### config.mk
export PLATFORM = sky130hd
export DESIGN_NAME = ppu_timing_flat
export DESIGN_NICKNAME = d
export VERILOG_FILES = /design/src/rtl/ppu_timing_if.sv /design/src/rtl/ppu_timing.sv /design/src/flat_wrapper.sv
export SDC_FILE = /design/constraint.sdc
export NUM_CORES = 1
export LEC_CHECK = 0
export BUFFER_PORTS_ARGS = -buffer_cell sky130_fd_sc_hd__buf_2
export CAP_MARGIN = 10
export CELL_PAD_IN_SITES_DETAIL_PLACEMENT = 1
export CELL_PAD_IN_SITES_GLOBAL_PLACEMENT = 1
export CORE_MARGIN = 2
export CORE_UTILIZATION = 40
export DETAILED_ROUTE_END_ITERATION = 10
export PLACE_DENSITY_LB_ADDON = 0.1
export SYNTH_ARGS = -nofsm -noshare
export SYNTH_HDL_FRONTEND = slang
export SYNTH_SLANG_ARGS = --single-unit
### constraint.sdc
create_clock -name clk -period 5.5 [get_ports clk]
set_input_delay 1.1 -clock clk [delete_from_list [all_inputs] [get_ports clk]]
set_output_delay 1.1 -clock clk [all_outputs]
set_load 0.02 [all_outputs]
### src/rtl/ppu_timing_if.sv
// Raster timing bundle between the PPU register block / video pipeline and ppu_timing.
// The slave modport is the timing generator side; master is the consumer/driver side.
interface ppu_timing_if;
  logic       tick;
  logic       pal;
  logic       render_en;
  logic       nmi_en;
  logic       rd2002;
  logic [8:0] ppux;
  logic [8:0] ppuy;
  logic       odd;
  logic       vbl;
  logic       render;
  logic       nmi;
  logic       frame_start;
  logic [8:0] outx;
  logic [8:0] outy;
  logic       pxvalid;

  modport slave (
    input  tick, pal, render_en, nmi_en, rd2002,
    output ppux, ppuy, odd, vbl, render, nmi, frame_start, outx, outy, pxvalid
  );

  modport master (
    output tick, pal, render_en, nmi_en, rd2002,
    input  ppux, ppuy, odd, vbl, render, nmi, frame_start, outx, outy, pxvalid
  );
endinterface

### src/rtl/ppu_timing.sv
// PPU raster timing generator: dot/line counters, odd-frame skip, NTSC/PAL line count,
// vblank flag with $2002 read race suppression, NMI level and delayed output-pixel window.
module ppu_timing #(
  parameter int unsigned HTOTAL    = 341,
  parameter int unsigned VTOT_NTSC = 262,
  parameter int unsigned VTOT_PAL  = 312,
  parameter int unsigned VIS_LINES = 240,
  parameter int unsigned VBL_LINE  = 241,
  parameter int unsigned OUT_DELAY = 4
) (
  input logic           clk,
  input logic           reset,
  ppu_timing_if.slave   bus
);

  localparam logic [8:0] XLast   = 9'(HTOTAL - 1);
  localparam logic [8:0] XSkip   = 9'(HTOTAL - 2);
  localparam logic [8:0] PreNtsc = 9'(VTOT_NTSC - 1);
  localparam logic [8:0] PrePal  = 9'(VTOT_PAL - 1);
  localparam logic [8:0] VisEnd  = 9'(VIS_LINES);
  localparam logic [8:0] VblY    = 9'(VBL_LINE);
  localparam logic [8:0] OutDly  = 9'(OUT_DELAY);
  localparam logic [9:0] PxBeg   = 10'(OUT_DELAY);
  localparam logic [9:0] PxEnd   = 10'(OUT_DELAY + 256);

  logic [8:0] x_q, x_d, y_q, y_d;
  logic       odd_q, odd_d, vbl_q, vbl_d, mode_q, mode_d, fs_q, fs_d, sup_q, sup_d;
  logic [8:0] pre;
  logic       rd, skip, wrap, vbl_set, vbl_clr, race;

  always_comb begin
    pre  = mode_q ? PrePal : PreNtsc;
    rd   = bus.tick & bus.rd2002;
    // NTSC odd frames drop the last dot of the pre-render line while rendering
    skip = ~mode_q & odd_q & bus.render_en & (y_q == pre) & (x_q == XSkip);
    wrap = ((x_q == XLast) & (y_q == pre)) | skip;

    x_d    = x_q;
    y_d    = y_q;
    odd_d  = odd_q;
    mode_d = mode_q;
    fs_d   = fs_q;
    if (bus.tick) begin
      fs_d = 1'b0;
      if (wrap) begin
        x_d    = '0;
        y_d    = '0;
        odd_d  = ~odd_q;
        fs_d   = 1'b1;
        mode_d = bus.pal;
      end else if (x_q == XLast) begin
        x_d = '0;
        y_d = y_q + 9'd1;
      end else begin
        x_d = x_q + 9'd1;
      end
    end

    // A read landing on dot 0/1 of the vblank line hides that frame's vblank
    race    = rd & (y_q == VblY) & ((x_q == 9'd0) | (x_q == 9'd1));
    vbl_set = bus.tick & (x_q == 9'd0) & (y_q == VblY) & ~sup_q;
    vbl_clr = (bus.tick & (x_q == 9'd0) & (y_q == pre)) | rd;
    vbl_d   = vbl_clr ? 1'b0 : (vbl_set ? 1'b1 : vbl_q);
    sup_d   = race ? 1'b1 : ((bus.tick & (y_q == pre)) ? 1'b0 : sup_q);
  end

  always_ff @(posedge clk or negedge reset) begin
    if (!reset) begin
      x_q    <= '0;
      y_q    <= '0;
      odd_q  <= 1'b0;
      vbl_q  <= 1'b0;
      mode_q <= 1'b0;
      fs_q   <= 1'b0;
      sup_q  <= 1'b0;
    end else begin
      x_q    <= x_d;
      y_q    <= y_d;
      odd_q  <= odd_d;
      vbl_q  <= vbl_d;
      mode_q <= mode_d;
      fs_q   <= fs_d;
      sup_q  <= sup_d;
    end
  end

  assign bus.ppux        = x_q;
  assign bus.ppuy        = y_q;
  assign bus.odd         = odd_q;
  assign bus.vbl         = vbl_q;
  assign bus.frame_start = fs_q;
  assign bus.nmi         = vbl_q & bus.nmi_en;
  assign bus.render      = bus.render_en & ((y_q < VisEnd) | (y_q == pre));
  assign bus.outx        = x_q - OutDly;
  assign bus.outy        = y_q;
  assign bus.pxvalid     = bus.tick & (y_q < VisEnd) & ({1'b0, x_q} >= PxBeg) &
                           ({1'b0, x_q} < PxEnd);

endmodule
### src/flat_wrapper.sv
// flat-port wrapper written by rule: the top's interface ports become plain ports
module ppu_timing_flat 
#(
  parameter int unsigned HTOTAL    = 341,
  parameter int unsigned VTOT_NTSC = 262,
  parameter int unsigned VTOT_PAL  = 312,
  parameter int unsigned VIS_LINES = 240,
  parameter int unsigned VBL_LINE  = 241,
  parameter int unsigned OUT_DELAY = 4
)
  (clk, reset, bus_tick, bus_pal, bus_render_en, bus_nmi_en, bus_rd2002, bus_ppux, bus_ppuy, bus_odd, bus_vbl, bus_render, bus_nmi, bus_frame_start, bus_outx, bus_outy, bus_pxvalid);
  ppu_timing_if bus_i ();
  input logic clk;
  input logic reset;
  input wire logic [$bits(bus_i.tick)-1:0] bus_tick;
  input wire logic [$bits(bus_i.pal)-1:0] bus_pal;
  input wire logic [$bits(bus_i.render_en)-1:0] bus_render_en;
  input wire logic [$bits(bus_i.nmi_en)-1:0] bus_nmi_en;
  input wire logic [$bits(bus_i.rd2002)-1:0] bus_rd2002;
  output wire logic [$bits(bus_i.ppux)-1:0] bus_ppux;
  output wire logic [$bits(bus_i.ppuy)-1:0] bus_ppuy;
  output wire logic [$bits(bus_i.odd)-1:0] bus_odd;
  output wire logic [$bits(bus_i.vbl)-1:0] bus_vbl;
  output wire logic [$bits(bus_i.render)-1:0] bus_render;
  output wire logic [$bits(bus_i.nmi)-1:0] bus_nmi;
  output wire logic [$bits(bus_i.frame_start)-1:0] bus_frame_start;
  output wire logic [$bits(bus_i.outx)-1:0] bus_outx;
  output wire logic [$bits(bus_i.outy)-1:0] bus_outy;
  output wire logic [$bits(bus_i.pxvalid)-1:0] bus_pxvalid;
  assign bus_i.tick = bus_tick;
  assign bus_i.pal = bus_pal;
  assign bus_i.render_en = bus_render_en;
  assign bus_i.nmi_en = bus_nmi_en;
  assign bus_i.rd2002 = bus_rd2002;
  assign bus_ppux = bus_i.ppux;
  assign bus_ppuy = bus_i.ppuy;
  assign bus_odd = bus_i.odd;
  assign bus_vbl = bus_i.vbl;
  assign bus_render = bus_i.render;
  assign bus_nmi = bus_i.nmi;
  assign bus_frame_start = bus_i.frame_start;
  assign bus_outx = bus_i.outx;
  assign bus_outy = bus_i.outy;
  assign bus_pxvalid = bus_i.pxvalid;
  ppu_timing #(.HTOTAL(HTOTAL), .VTOT_NTSC(VTOT_NTSC), .VTOT_PAL(VTOT_PAL), .VIS_LINES(VIS_LINES), .VBL_LINE(VBL_LINE), .OUT_DELAY(OUT_DELAY)) u_core (.clk(clk), .reset(reset), .bus(bus_i));
endmodule
==> flow_metrics.env, run 1 <==
export IMPL_coreArea_sq_um=3720
export IMPL_fin_hold_ws_ns=0.504
export IMPL_cts_buffers=3
export IMPL_finalSetupViolCount=0
export IMPL_ys_types=49
export IMPL_stdcell_area_sq_um=1820
export IMPL_row_count=22
export IMPL_crit_slowest_cell="or4_4"
export IMPL_grtUsageMet2_pct=32.6
export IMPL_clk_pin_slew_ns=0.08
export IMPL_cts_setup_buffers=0
export IMPL_tightest_slew_ns=0.539
export IMPL_fin_skew_ns=0.00528
export IMPL_cts_tree="yes"
export IMPL_gp_congestion=0.826
export IMPL_grt_antenna_before_repair=0
export IMPL_syn_avg_cell_area_sq_um=9.02
export IMPL_synth_top_cells_by_count="nand2_1, dfrtp_1, nor2_1, buf_4, ha_1"
export IMPL_maxSlewViolCount=0
export IMPL_die_y_microns=66.8
export IMPL_fin_nets=228
export IMPL_clockBufferDepth=2
export IMPL_hold_buffers=0
export IMPL_top_usage_layer="met2"
export IMPL_place_hpwl_mm=3.35
export IMPL_synth_area_sq_um=1580
export IMPL_synth_top_flop_cell="dfrtp_1"
export IMPL_portBuffers=48
export IMPL_grt_max_degree=24
export IMPL_end_kind="output port"
export IMPL_p_per_area_nw_per_um2=342
export IMPL_dieWidth_microns=66.8
export IMPL_synth_fp_nets=191
export IMPL_r2r_end="u_core.bus.outy[1]$_DFFE_PN0P_"
export IMPL_crit_start="u_core.bus.outy[1]$_DFFE_PN0P_"
export IMPL_dpl_cell_area_sq_um=1780
export IMPL_fmax_mhz=311
export IMPL_yosysMostFrequentCell="nand2_1"
export IMPL_drt_iter0_drc=52
export IMPL_synth_top_cells_by_area="dfrtp_1, ha_1, nand2_1, buf_4, xnor2_1"
export IMPL_postSynthCellCount=175
export IMPL_cp_required_ns=4.40
export IMPL_p_leak_nw=0.925
export IMPL_fin_crit_sh_pct=58.5
export IMPL_ys_ff_latch=23
export IMPL_post_synth_top_area_fraction_pct=36.5
export IMPL_cap_violations=0
export IMPL_overflow=0
export IMPL_cts_sinks=23
export IMPL_cts_root_buf="clkbuf_8"
export IMPL_r2r_cells=5
export IMPL_yosysTopAreaCell="dfrtp_1"
export IMPL_gr_usage_all_layers_pct=20.2
export IMPL_final_antenna_net_count=0
export IMPL_htreeDepth=1
export IMPL_clkLatencyLatePin_ns=0.26
export IMPL_period_minus_slack_ns=3.22
export IMPL_wire_per_inst_microns=16.8
export IMPL_outcome="finished, final reports clean"
export IMPL_vdd_drop_max_v=0.000164
export IMPL_drt_wl_total_mm=4.34
export IMPL_antennaDiodeCount=0
export IMPL_rrSetupSlack_ns=3.30
export IMPL_worst_path_dominant_cell_family="compound AO/OA/AOI/OAI gates"
export IMPL_crit_buf_inv=1
export IMPL_ys_warn_count=0
export IMPL_via_per_inst=5.50
export IMPL_yosysSeqAreaShare_pct=36.5
export IMPL_gr_usage_met3_pct=4.22
export IMPL_design_die_area_sq_um=4460
export IMPL_syn2layout_area_growth_pct=15.5
export IMPL_start_util_pct=42.5
export IMPL_drc=0
export IMPL_synth_edf_count=0
export IMPL_holdPathEnd="u_core.bus.odd$_DFFE_PN0P_"
export IMPL_r2r_start="u_core.bus.outy[1]$_DFFE_PN0P_"
export IMPL_arrival_ns=2.12
export IMPL_dr_pass1_iters=4
export IMPL_pre_cts_slack_ns=2.54
export IMPL_cts_repair_resized=0
export IMPL_cp_slowest_stage_delay_ns=0.58
export IMPL_grt_pass1_vias=1363
export IMPL_setup_tns_ns=0
export IMPL_drive_gt1_share_pct=29.4
export IMPL_grt_pass1_wl_mm=6.85
export IMPL_hold_violations=0
export IMPL_hold_class="register to register"
export IMPL_p_total_w=0.000623
export IMPL_path_cells="or4_4 -> a211oi_4 -> o21a_1 -> buf_2"
export IMPL_async_flop_share_pct=100
export IMPL_use_met1_pct=28.0
export IMPL_timing_final_ws_setup_ns=2.28
export IMPL_hold_depth=1
export IMPL_rsz0062_at_grt="no"
export IMPL_ios=49
export IMPL_hp_start="u_core.bus.odd$_DFFE_PN0P_"
export IMPL_critical_path_class="register to output port"
export IMPL_vias=1425
export IMPL_max_slew_margin_pct=64.0
export IMPL_start_kind="register"
export IMPL_crit_path_max_fanout=8
==> report_power, final <==
group	internal, W	leakage, nW	total (W)	switching [W]
combinational	0.000100	0.598	0.000284	0.000183
clock	0.0000517	0.0228	0.000106	0.0000543
sequential	0.000189	0.304	0.000234	0.0000444
==> final cells by class <==
| cell class | count | area [sq um] |
|---|---|---|
| Clock buffer | 4 | 45.0 |
| Fill cell | 468 | 1890 |
| Inverter | 8 | 30.0 |
| Multi-Input combinational cell | 128 | 871 |
| Sequential cell | 23 | 576 |
| Tap cell | 48 | 60.1 |
| Timing Repair Buffer | 48 | 240 |
==> metrics by stage <==
stage | cells | utilization [%]
3_5_place_dp | 255 | 47.8
2_1_floorplan | 175 | -
5_1_grt | 259 | 49.0
6_report | 259 | 49.0
4_1_cts | 259 | 49.0
3_3_place_gp | 255 | 47.8
==> cells by family (layout without fill, tap and decap cells) <==
family,after synthesis,after routing,share of synthesized area [%]
AND/OR/NAND/NOR,76,76,25.3
buffers and inverters,24,60,8.33
flip-flops,23,23,36.5
multiplexers,2,2,1.59
AO/OA/AOI/OAI,31,31,15.6
adder cells (fa/ha/maj),9,9,7.14
XOR/XNOR,10,10,5.55
==> how the worst max path moves through the flow <==
stage / slack, ns / endpoint / cells after the start
3_3_place_gp: 2.57 / bus_pxvalid / 4
4_1_cts: 2.28 / bus_render / 4
5_1_grt: 2.19 / bus_pxvalid / 6
6_report: 2.28 / bus_render / 4
3_5_place_dp: 2.54 / bus_pxvalid / 4
2_1_floorplan: 2.19 / bus_pxvalid / 4
==> per-layer routing <==
metal	vias to the layer above	wire length [microns]
li1	679	-
met2	44	2090
met1	698	1990
met4	0	45
met3	4	222
met5	-	0
==> cells in the final DEF (no fill, tap or decap), types with 3 or more instances in the layout <==
cell / synthesis / layout
ha_1: 9 / 9
dfrtp_1: 23 / 23
xor2_1: 3 / 3
and2_1: 3 / 3
nor3_1: 4 / 4
nand4_1: 3 / 3
a21oi_1: 3 / 3
inv_1: 8 / 8
nand2_1: 25 / 25
nand3_1: 7 / 7
o21ai_1: 3 / 3
xnor2_1: 7 / 7
buf_2: 0 / 48
clkbuf_8: 0 / 3
o211ai_1: 3 / 3
nor2_1: 14 / 14
and3_1: 5 / 5
==> state kept, by name, summed over array words and instances (netlist names) <==
name / count
u_core.mode_q: 1
u_core.bus.outy: 9
u_core.bus.ppux: 9
u_core.bus.odd: 1
u_core.bus.vbl: 1
u_core.sup_q: 1
u_core.bus.frame_start: 1
Note: power is estimated with default switching activity, not from simulation.
==> inputs of run 2 (changes only) <==
--- a/config.mk
+++ b/config.mk
@@ -5,12 +5,13 @@
 export SDC_FILE = /design/constraint.sdc
 export NUM_CORES = 1
 export LEC_CHECK = 0
+export ABC_AREA = 1
 export BUFFER_PORTS_ARGS = -buffer_cell sky130_fd_sc_hd__buf_2
 export CAP_MARGIN = 10
 export CELL_PAD_IN_SITES_DETAIL_PLACEMENT = 1
 export CELL_PAD_IN_SITES_GLOBAL_PLACEMENT = 1
 export CORE_MARGIN = 2
-export CORE_UTILIZATION = 40
+export CORE_UTILIZATION = 33
 export DETAILED_ROUTE_END_ITERATION = 10
 export PLACE_DENSITY_LB_ADDON = 0.1
 export SYNTH_ARGS = -nofsm -noshare
==> constraint.sdc (replaced) <==
create_clock -name clk -period 2.9 [get_ports clk]
set_input_delay 0.58 -clock clk [delete_from_list [all_inputs] [get_ports clk]]
set_output_delay 0.58 -clock clk [all_outputs]
set_load 0.02 [all_outputs]
==> flow_metrics.env, run 2 <==
export IMPL_outcome="finished, final reports clean"
export IMPL_final_common_cell="buf_2"
export IMPL_cp_required_ns=2.32
export IMPL_critical_path_class="register to output port"
export IMPL_cap_violations=0
export IMPL_maxSlewViolCount=0
export IMPL_p_leak_nw=1.02
export IMPL_drt_wl_total_mm=4.31
export IMPL_fmax_mhz=435
export IMPL_dpl_cell_area_sq_um=1870
export IMPL_cts_root_buf="clkbuf_8"
export IMPL_vdd_drop_max_v=0.000425
export IMPL_ys_ff_latch=23
export IMPL_ys_warn_count=0
export IMPL_yosysSeqAreaShare_pct=34.7
export IMPL_p_per_area_nw_per_um2=656
export IMPL_final_cells=313
export IMPL_overflow=0
export IMPL_fin_skew_ns=0.00903
export IMPL_vias=1455
export IMPL_period_minus_slack_ns=2.30
export IMPL_wire_per_inst_microns=13.8
export IMPL_htreeDepth=1
export IMPL_p_total_w=0.00126
export IMPL_antennaDiodeCount=0
export IMPL_drive_gt1_share_pct=26.4
export IMPL_end_kind="output port"
export IMPL_yosysTopAreaCell="dfrtp_1"
export IMPL_cts_setup_buffers=0
export IMPL_die_y_microns=74.9
export IMPL_dp_cells=309
export IMPL_hold_buffers=0
export IMPL_synth_top_cells_by_area="dfrtp_1, xor2_1, ha_1, nand2_1, nand3_1"
export IMPL_clk_pin_slew_ns=0.09
export IMPL_synth_edf_count=0
export IMPL_clkLatencyLatePin_ns=0.27
export IMPL_clockBufferDepth=2
export IMPL_fin_crit_sh_pct=79.3
export IMPL_finalSetupViolCount=0
export IMPL_row_count=25
export IMPL_drc=0
export IMPL_stdcell_area_sq_um=1920
export IMPL_grt_max_degree=24
export IMPL_arrival_ns=1.72
export IMPL_r2r_start="u_core.bus.ppux[2]$_DFFE_PN0P_"
export IMPL_fin_nets=263
export IMPL_grt_antenna_before_repair=0
export IMPL_fillers=633
export IMPL_syn_avg_cell_area_sq_um=7.94
export IMPL_final_cell_mix="buf_2, nand2_1, inv_1"
export IMPL_gr_usage_all_layers_pct=17.1
export IMPL_tightest_slew_ns=0.564
export IMPL_dieWidth_microns=74.9
export IMPL_ios=49
export IMPL_portBuffers=48
export IMPL_coreArea_sq_um=4790
export IMPL_drt_iter0_drc=22
export IMPL_hold_violations=0
export IMPL_dr_pass1_iters=2
export IMPL_start_util_pct=34.7
export IMPL_design_die_area_sq_um=5610
export IMPL_yosysMostFrequentCell="nand2_1"
export IMPL_post_synth_top_area_fraction_pct=34.7
export IMPL_synth_top_cells_by_count="nand2_1, inv_1, dfrtp_1, nand3_1, xor2_1"
export IMPL_gp_congestion=0.750
export IMPL_postSynthCellCount=209
export IMPL_final_antenna_net_count=0
export IMPL_setup_tns_ns=0
export IMPL_start_kind="register"
export IMPL_synth_area_sq_um=1660
export IMPL_place_hpwl_mm=3.37
export IMPL_cts_tree="yes"
export IMPL_syn2layout_area_growth_pct=15.4
export IMPL_async_flop_share_pct=100
export IMPL_grt_pass1_vias=1478
export IMPL_cts_sinks=23
export IMPL_synth_fp_nets=225
export IMPL_r2r_end="u_core.bus.outy[6]$_DFFE_PN0P_"
export IMPL_crit_path_max_fanout=5
export IMPL_hold_class="primary input to asynchronous set/reset pin"
export IMPL_synth_top_flop_cell="dfrtp_1"
export IMPL_cts_repair_resized=0
export IMPL_r2r_cells=9
export IMPL_rsz0062_at_grt="no"
export IMPL_cts_buffers=3
export IMPL_fin_hold_ws_ns=0.292
export IMPL_rrSetupSlack_ns=0.94
export IMPL_grt_pass1_wl_mm=7.27
export IMPL_max_slew_margin_pct=62.4
export IMPL_via_per_inst=4.65
export IMPL_ys_types=29
-- run 2: cell types whose count changed in the layout (fill, tap and decap cells not counted), sizes merged, moves of 3 or more --
cell   previous run  this run
nand4             3         8
inv               8        29
a21o              3         0
xor2              3        18
a21oi             3         7
nor2             14        19
and2              4         1
xnor2             7         0
o21ai             5        15
nand2            25        31
and3              7         0
nand3             7        23
-- run 2: layout make-up --
type                    instances  area (sq um)  share of cell area (%)
clock buffers                   3          41.3                    2.15
repair buffers                 49           248                    12.9
clock inverters                 1          5.00                   0.261
well taps                      67          83.8                    4.37
flip-flops and latches         23           576                    30.0
inverters                      29           109                    5.68
multi-input cells             141           855                    44.6
-- run 2: stage by stage --
stage | setup slack (ns) | utilization, %
after detailed placement | 0.876 | 39.1
after CTS | 0.565 | 40.1
final | 0.600 | 40.1
after global routing | 0.421 | 40.1
after floorplan | 0.843 | -
after global placement | 0.917 | 39.1
-- run 2: logic make-up (layout without fill, tap and decap cells) --
kind of cell | count (synthesis) | after routing | synth area share (%)
and+or+nand+nor | 87 | 87 | 25.2
AOI/OAI and AO/OA | 27 | 27 | 9.95
xor gates and xnor gates | 18 | 18 | 9.50
buffers and inverters | 45 | 82 | 13.9
DFF | 23 | 23 | 34.7
adders and majority gates | 9 | 9 | 6.78
-- run 2: critical path: stages (launching register included) --
cell and delay, ns:
dfrtp_1 0.42, inv_1 0.15, ha_1 0.19, nand3_1 0.08, o21ai_0 0.17, o211ai_1 0.10
a21oi_1 0.16, buf_2 0.19
-- run 2: power by group --
group / internal [W] / total [W] / leakage [nW] / switching [W]
clock: 0.0000961 / 0.000207 / 0.0255 / 0.000111
sequential: 0.000371 / 0.000450 / 0.284 / 0.0000788
combinational: 0.000196 / 0.000601 / 0.707 / 0.000406
total: 0.000663 / 0.00126 / 1.02 / 0.000595
-- run 2: worst max-delay path by stage --
stage | startpoint | endpoint | cells after the start
floorplan | u_core.bus.ppux[2]$_DFFE_PN0P_ | bus_outx[8] | 4
global placement | u_core.bus.ppux[3]$_DFFE_PN0P_ | bus_pxvalid | 7
detailed placement | u_core.bus.ppux[3]$_DFFE_PN0P_ | bus_pxvalid | 7
CTS | u_core.bus.ppux[3]$_DFFE_PN0P_ | bus_pxvalid | 7
global route | u_core.bus.ppux[3]$_DFFE_PN0P_ | bus_pxvalid | 7
finish | u_core.bus.ppux[3]$_DFFE_PN0P_ | bus_pxvalid | 7
-- run 2: per-layer routing --
| layer | wire [microns] | vias up | GRT usage (%) |
|---|---|---|---|
| li1 | - | 743 | - |
| met3 | 134 | 2 | 2.81 |
| met4 | 29 | 0 | 3.57 |
| met1 | 2020 | 686 | 23.0 |
| met2 | 2130 | 24 | 29.0 |
| met5 | 0 | - | 0 |
==> inputs of run 3 (changes only) <==
==> constraint.sdc (replaced) <==
create_clock -name clk -period 1.9 [get_ports clk]
set_input_delay 0.38 -clock clk [delete_from_list [all_inputs] [get_ports clk]]
set_output_delay 0.38 -clock clk [all_outputs]
set_load 0.02 [all_outputs]
==> flow_metrics.env, run 3 (same netlist as run 2, synthesis figures left out) <==
export IMPL_outcome="complete, but fails checks"
export IMPL_failed_checks="negative setup slack"
export IMPL_coreArea_sq_um=4790
export IMPL_cts_root_buf="clkbuf_8"
export IMPL_grt_pass1_vias=1570
export IMPL_dr_pass1_iters=4
export IMPL_clockBufferDepth=2
export IMPL_place_hpwl_mm=3.49
export IMPL_max_slew_margin_pct=61.6
export IMPL_tightest_slew_ns=0.576
export IMPL_switching_share_pct=45.4
export IMPL_gr_usage_all_layers_pct=18.2
export IMPL_vdd_drop_max_v=0.000749
export IMPL_cp_required_ns=1.52
export IMPL_final_common_cell="buf_2"
export IMPL_timing_final_ws_setup_ns=-0.0228
export IMPL_grt_max_degree=24
export IMPL_end_kind="output port"
export IMPL_crit_path_max_fanout=3
export IMPL_p_per_area_nw_per_um2=1050
export IMPL_drc=0
export IMPL_drt_iter0_drc=54
export IMPL_hold_class="primary input to asynchronous set/reset pin"
export IMPL_r2r_cells=11
export IMPL_rrSetupSlack_ns=0.09
export IMPL_clkLatencyLatePin_ns=0.27
export IMPL_fin_crit_sh_pct=101
export IMPL_r2r_end="u_core.bus.outy[8]$_DFFE_PN0P_"
export IMPL_hold_violations=0
export IMPL_final_antenna_net_count=0
export IMPL_pre_cts_slack_ns=0.0554
export IMPL_gp_congestion=0.753
export IMPL_via_per_inst=4.72
export IMPL_wire_per_inst_microns=14.6
export IMPL_fmax_mhz=520
export IMPL_drive_gt1_share_pct=45.5
export IMPL_drt_wl_total_mm=5.04
export IMPL_fin_nets=294
export IMPL_fin_skew_ns=0.00871
export IMPL_rsz0062_at_grt="yes"
export IMPL_syn2layout_area_growth_pct=38.5
export IMPL_cts_tree="yes"
export IMPL_critical_path_class="register to output port"
export IMPL_r2r_start="u_core.bus.ppux[3]$_DFFE_PN0P_"
export IMPL_clkPwrFrac_pct=13.3
export IMPL_vias=1624
export IMPL_design_die_area_sq_um=5610
export IMPL_period_minus_slack_ns=1.92
export IMPL_antennaDiodeCount=0
export IMPL_arrival_ns=1.54
export IMPL_fin_hold_ws_ns=0.0921
export IMPL_intPower_w=0.00132
export IMPL_overflow=0
export IMPL_cap_violations=0
export IMPL_p_switching_w=0.00110
export IMPL_finalSetupViolCount=2
export IMPL_combinationalPowerShare_pct=58.4
export IMPL_ios=49
export IMPL_grt_pass1_wl_mm=7.75
export IMPL_p_total_w=0.00242
export IMPL_hold_buffers=0
export IMPL_row_count=25
export IMPL_clk_pin_slew_ns=0.09
export IMPL_portBuffers=48
export IMPL_grt_antenna_before_repair=0
export IMPL_cts_buffers=3
export IMPL_final_cell_mix="buf_2, buf_4, nand2_1"
export IMPL_dieWidth_microns=74.9
export IMPL_start_util_pct=34.7
export IMPL_p_seq_share_pct=28.3
export IMPL_p_leak_nw=1.17
export IMPL_htreeDepth=1
export IMPL_maxSlewViolCount=0
export IMPL_cts_sinks=23
export IMPL_start_kind="register"
export IMPL_die_y_microns=74.9
## run 3: cell count changes in the layout (fill, tap and decap cells not counted), sizes merged
cell | before | now
buf | 49 | 79
nand2 | 31 | 32
## run 3: worst max-delay path by stage
stage                                        start                              to  slack [ns]  depth (start not counted)
floorplan           u_core.bus.ppux[2]$_DFFE_PN0P_  u_core.bus.outy[0]$_DFFE_PN0P_        0.04                         10
global placement    u_core.bus.ppux[6]$_DFFE_PN0P_                     bus_pxvalid        0.05                          6
detailed placement  u_core.bus.ppux[6]$_DFFE_PN0P_                     bus_pxvalid        0.06                          6
CTS                 u_core.bus.ppux[3]$_DFFE_PN0P_                     bus_pxvalid       -0.07                          7
global route        u_core.bus.ppux[3]$_DFFE_PN0P_                     bus_pxvalid        -0.1                          8
finish              u_core.bus.ppux[3]$_DFFE_PN0P_                     bus_pxvalid       -0.02                          8
## run 3: metrics by stage
stage | utilization, % | cells | setup TNS, ns | area [sq um]
after detailed placement | 40.2 | 316 | 0 | 1920
final | 48.1 | 344 | -0.0264 | 2300
after floorplan | - | 209 | 0 | 1660
after global placement | 40.2 | 316 | 0 | 1920
after CTS | 44.9 | 333 | -0.0720 | 2150
after global routing | 48.1 | 344 | -0.386 | 2300
## run 3: timing repair
action / CTS / global route
buffers inserted: 13 / 10
gates resized for setup: 27 / 18
pin swaps: 6 / 6
setup endpoints to repair: 3 / 24
cloned: 0 / 1
## run 3: metal layers
layer / up-vias / global-route usage [%] / wire length, microns / share of wire, %
li1: 805 / - / - / -
met1: 785 / 24.0 / 2280 / 45
met2: 30 / 31.7 / 2590 / 51
met3: 4 / 2.14 / 132 / 2.6
met4: 0 / 4.76 / 36 / 0.71
met5: - / 0 / 0 / 0
## run 3: power groups by stage
stage	Clock (W)	Sequential, W	Combinational (W)
finish	0.000322	0.000685	0.00141
global route	0.000353	0.000696	0.00153
CTS	0.000340	0.000674	0.00125
detailed placement	0	0.000687	0.000962
global placement	0	0.000688	0.000949
floorplan	0	0.000772	0.000552
## run 3: critical path, stage by stage (launching register included)
cell and delay [ns]:
dfrtp_1 0.41, buf_6 0.13, nor2_4 0.07, nand2_2 0.08
inv_2 0.09, nand3_4 0.07, o211ai_1 0.21, a21oi_2 0.07
buf_6 0.14
## run 3: layout make-up
class | instances | area [sq um]
inverters | 29 | 109
clock inverters | 1 | 5.00
multi-input cells | 142 | 971
repair buffers | 79 | 504
fillers | 619 | 2490
clock buffers | 3 | 41.3
well taps | 67 | 83.8
flip-flops and latches | 23 | 586
